**config.mk**
```make
export PLATFORM = sky130hd
export DESIGN_NAME = usr_param
export DESIGN_NICKNAME = d
export VERILOG_FILES = /design/src/rtl/usr_param.sv
export SDC_FILE = /design/constraint.sdc
export NUM_CORES = 1
export LEC_CHECK = 0
export CORE_AREA = 2 2 66 68
export CTS_CLUSTER_DIAMETER = 120
export DETAILED_ROUTE_END_ITERATION = 16
export DIE_AREA = 0 0 68 70
export SLEW_MARGIN = 20
export SYNTH_ARGS = -nofsm -noshare
export SYNTH_HDL_FRONTEND = slang
export SYNTH_SLANG_ARGS = --single-unit
```
**constraint.sdc**
```tcl
create_clock -name clk -period 2.35 [get_ports clk]
set_clock_uncertainty 0.2 [all_clocks]
set_input_delay 0.47 -clock clk [delete_from_list [all_inputs] [get_ports clk]]
set_output_delay 0.47 -clock clk [all_outputs]
set_load 0.02 [all_outputs]
```
**src/rtl/usr_param.sv**
```systemverilog
// Parametrised universal shift register with rotate, arithmetic shift
// and a multi-cycle burst shift reporting busy/done.
module usr_param #(
  parameter int WIDTH = 8,
  parameter int AMT_W = $clog2(WIDTH) + 1
) (
  input  logic             clk,
  input  logic             reset,
  input  logic             en,
  input  logic [2:0]       modesel,
  input  logic [WIDTH-1:0] Pin,
  input  logic             RSin,
  input  logic             LSin,
  input  logic             dir,
  input  logic [AMT_W-1:0] amt,
  output logic [WIDTH-1:0] Pout,
  output logic             SRout,
  output logic             SLout,
  output logic             busy,
  output logic             done
);

  typedef enum logic {IDLE, BUSY} state_t;

  localparam logic [AMT_W-1:0] WMAX = AMT_W'(WIDTH);
  localparam logic [AMT_W-1:0] ONE  = AMT_W'(1);

  state_t           state_q;
  logic [AMT_W-1:0] cnt_q;
  logic             dir_q;
  logic [WIDTH-1:0] pout_q;
  logic             done_q;

  logic             bdir;
  logic [WIDTH-1:0] shr;
  logic [WIDTH-1:0] shl;
  logic [WIDTH-1:0] burst_p;
  logic [AMT_W-1:0] n;

  // Burst direction comes live from dir on acceptance, latched afterwards.
  always_comb begin
    bdir    = (state_q == BUSY) ? dir_q : dir;
    shr     = {RSin, pout_q[WIDTH-1:1]};
    shl     = {pout_q[WIDTH-2:0], LSin};
    burst_p = bdir ? shl : shr;
    n       = (amt > WMAX) ? WMAX : amt;
  end

  always_ff @(posedge clk or negedge reset) begin
    if (!reset) begin
      state_q <= IDLE;
      cnt_q   <= '0;
      dir_q   <= 1'b0;
      pout_q  <= '0;
      done_q  <= 1'b0;
    end else if (!en) begin
      done_q <= 1'b0;
    end else begin
      done_q <= 1'b0;
      unique case (state_q)
        IDLE: begin
          unique case (modesel)
            3'b000: ;
            3'b001: pout_q <= shr;
            3'b010: pout_q <= shl;
            3'b011: pout_q <= Pin;
            3'b100: pout_q <= {pout_q[0], pout_q[WIDTH-1:1]};
            3'b101: pout_q <= {pout_q[WIDTH-2:0], pout_q[WIDTH-1]};
            3'b110: pout_q <= {pout_q[WIDTH-1], pout_q[WIDTH-1:1]};
            3'b111: begin
              if (n == '0) begin
                done_q <= 1'b1;
              end else begin
                pout_q <= burst_p;
                dir_q  <= dir;
                if (n == ONE) begin
                  done_q <= 1'b1;
                end else begin
                  state_q <= BUSY;
                  cnt_q   <= n - ONE;
                end
              end
            end
          endcase
        end
        BUSY: begin
          pout_q <= burst_p;
          cnt_q  <= cnt_q - ONE;
          if (cnt_q == ONE) begin
            state_q <= IDLE;
            done_q  <= 1'b1;
          end
        end
      endcase
    end
  end

  assign Pout  = pout_q;
  assign SRout = pout_q[0];
  assign SLout = pout_q[WIDTH-1];
  assign busy  = (state_q == BUSY);
  assign done  = done_q;

endmodule

```
==> results.ini <==
[status]
outcome=completed

[worst_setup_path]
crit_path_cell_trace=clkdlybuf4s50_1 -> nand2b_1 -> ha_1 -> buf_4 -> a31oi_4 -> o21a_4 -> o21ai_0 -> o22a_1
cp_max_fo=14
crit_path_start_kind=primary input
setup.worst_path.end_class=register
critPathSlowestCell=clkdlybuf4s50_1
critical_path_arrival_ps=2130
critPathRequiredTime_ps=2280
startpoint=amt[3]
timing.setup.critical_path_class=primary input to register
r2r_start=busy$_DFFE_PN0P_
worst_path_largest_cell_delay_ps=440

[timing]
final.min_clock_period_ps=2202
tightest_slew_ps=396.3
slew_violations=0
min_period_over_period=0.9372
setup_slack_ps=147.7
final_number_of_setup_violating_endpoints=0
timing.max_slew.rel_slack=0.7302
fin_hold_ws_ps=319.5
rsz0062_at_grt=no
maximum_frequency_from_static_timing_analysis_ghz=0.4541
hold_violations=0

[detailed_routing]
vias_after_detailed_routing=1336
drt-vias-per-instance=5.387
remaining_drc_errors=0
met2_wirelength_mm=1.633
routed_wire_length_per_instance_um=13.79
dr.first_iter.drc_count=95
dr.pass1.iters=4
wirelength_met1_mm=1.605
wirelength_mm=3.421
topRoutingLayerUsed=met4
post_route_antenna_net_violation_count=0
routed_length_on_met3_um=151

[clock_network]
clock_latency_ps=250
clock_tree_root=clkbuf_8
number_of_h_tree_levels=1
post-cts-setup-buffer-count=0
clkTransAtPathRegs_ps=70
cts-buffers-inserted=3
cts.path.max_buffers=2
clkSinkCount=15
cts_tree=yes

[finish]
synthToLayoutAreaGrowth_pct=31.13
final_layout_size_suffix_gt1_frac=0.1327
antennaDiodeCount=0
nNetsFinal=222
fill_cells=428
mostFrequentLayoutCell=clkdlybuf4s50_1
final_cell_mix=clkdlybuf4s50_1, nand2_1, a21oi_1

[global_routing]
vias_in_the_first_global_route=1283
antenna_violations_before_repair=0
globalRouteOverflowTotal=0
wire_length_of_the_first_global_routing_pass_mm=5.968
pin_count_of_the_biggest_net_entering_global_routing=27
grt_util_all_layers=0.1561

[logic_synthesis]
postSynthRegisterBits=15
cells_after_synthesis=163
yosys.cell_types.count=41
synth_seq_area_share=0.2683
synth_area_per_cell_um2=8.582
yosys_warnings=0
synthesis.nets=188
post_synth_instance_area_um2=1399

[run]
maxcap_violations=0

[power]
power_density_nw_per_um2=997.3
max-vdd-ir-drop_mv=0.4108
cellLeakagePower_nw=0.7578

[floorplanning]
die_area_um2=4760
floorplan.die.height_um=70
i_o_pins=33
die_width_um=68
rows=24
start_util=0.3376
core_region_area_um2=4144

[hold_path]
hp-start=cnt_q[1]$_DFFE_PN0P_
min_path_type=register to register

[placed_design]
port_buffers=32
dp_slack_ps=-120.5
globalplace.congestion=0.8284
detailedPlacementHpwl_mm=2.575

through the flow:
step | util | cell area, um2 | setup TNS (ps) | power [mW] | instances
final | 0.4426 | 1834 | 0 | 1.829 | 248
after global routing | 0.4426 | 1834 | 0 | 1.994 | 248
after CTS | 0.4414 | 1829 | 0 | 1.849 | 248
after detailed placement | 0.4306 | 1784 | -856.9 | 1.630 | 244
after global placement | 0.4306 | 1784 | -173.0 | 1.610 | 244
after floorplan | - | 1399 | 0 | 1.272 | 163
what timing repair did:
item | in CTS | in global routing
gates resized for setup | 0 | 1
setup endpoints to repair | 0 | 1
hold endpoints to repair | 0 | 0
hold buffers | 0 | 0
Yosys cell counts, drive strengths merged:
| cell | number | area share |
|---|---|---|
| mux2i | 10 | 0.081 |
| o22a | 9 | 0.056 |
| nand2 | 17 | 0.046 |
| a21oi | 16 | 0.057 |
| buf | 11 | 0.063 |
| clkbuf | 4 | 0.011 |
| and3 | 1 | 0.0080 |
| dfrtp | 15 | 0.27 |
| a221o | 1 | 0.0072 |
| inv | 7 | 0.019 |
| o21a | 1 | 0.011 |
| or3 | 1 | 0.0045 |
| nand2b | 3 | 0.013 |
| ha | 4 | 0.036 |
| xnor2 | 1 | 0.0063 |
| o2bb2ai | 1 | 0.0063 |
| a211oi | 1 | 0.0054 |
| mux2 | 4 | 0.032 |
| nor2b | 3 | 0.015 |
| o221ai | 1 | 0.0063 |
| o31a | 1 | 0.0063 |
| nor3 | 5 | 0.018 |
| nand4 | 1 | 0.0045 |
| a22oi | 2 | 0.011 |
| a21o | 6 | 0.032 |
| a221oi | 5 | 0.031 |
| a32o | 1 | 0.0072 |
| a31oi | 3 | 0.024 |
| o21ai | 11 | 0.050 |
| o22ai | 1 | 0.0045 |
| a2bb2oi | 3 | 0.019 |
| a222oi | 1 | 0.0072 |
| nand3 | 2 | 0.0072 |
| nor2 | 10 | 0.027 |
where the power goes:
| group | internal (mW) | switching [mW] | leakage [nW] |
|---|---|---|---|
| Clock | 0.120 | 0.0939 | 0.0228 |
| Sequential | 0.379 | 0.201 | 0.174 |
| Combinational | 0.535 | 0.500 | 0.561 |
| Total | 1.03 | 0.795 | 0.758 |
critical path: cells and delay by family:
| family | cells | cell delay (ps) |
|---|---|---|
| adder cells (fa/ha/maj) | 1 | 230 |
| AND/OR/NAND/NOR | 1 | 190 |
| AO/OA/AOI/OAI | 4 | 640 |
| buffers and inverters | 2 | 600 |
layer usage:
metal	up-vias	GRT usage
met4	0	0.03333
met1	640	0.2253
li1	669	-
met3	2	0.01771
met5	-	0
met2	25	0.2481
logic make-up (layout without fill, tap and decap cells):
kind of cell | Yosys count | after routing | share of synthesized area
AOI/OAI and AO/OA | 64 | 64 | 0.3417
xor gates and xnor gates | 1 | 1 | 0.006262
adders and majority gates | 4 | 4 | 0.03578
buffers and inverters | 22 | 55 | 0.09213
DFF | 15 | 15 | 0.2683
muxes | 14 | 14 | 0.1127
and+or+nand+nor | 43 | 43 | 0.1431
worst paths after layout:
| path | slack, ps | endpoint | depth (start not counted) |
|---|---|---|---|
| worst max-delay path | 150 | Pout[3]$_DFFE_PN0P_ | 8 |
| min in group asynchronous | 340 | cnt_q[1]$_DFFE_PN0P_ | 2 |
| worst min-delay path | 320 | cnt_q[1]$_DFFE_PN0P_ | 2 |
| worst max register to register | 620 | Pout[2]$_DFFE_PN0P_ | 4 |
| max in group asynchronous | 1420 | Pout[2]$_DFFE_PN0P_ | 2 |
| worst min register to register | 320 | cnt_q[1]$_DFFE_PN0P_ | 2 |
state kept, by name, summed over array words and instances, names as in the netlist:
register,cells
Pout,8
cnt_q,4
busy,1
dir_q,1
done,1
final cells by class:
| cell class | instances | area [um2] | share of cell area |
|---|---|---|---|
| multi-input cells | 126 | 899.6 | 0.4905 |
| repair buffers | 44 | 422.9 | 0.2306 |
| inverters | 7 | 26.28 | 0.01432 |
| clock buffers | 4 | 45.04 | 0.02456 |
| well taps | 52 | 65.06 | 0.03547 |
| flip-flops and latches | 15 | 375.4 | 0.2046 |
Note: power is estimated with default switching activity, not from simulation.
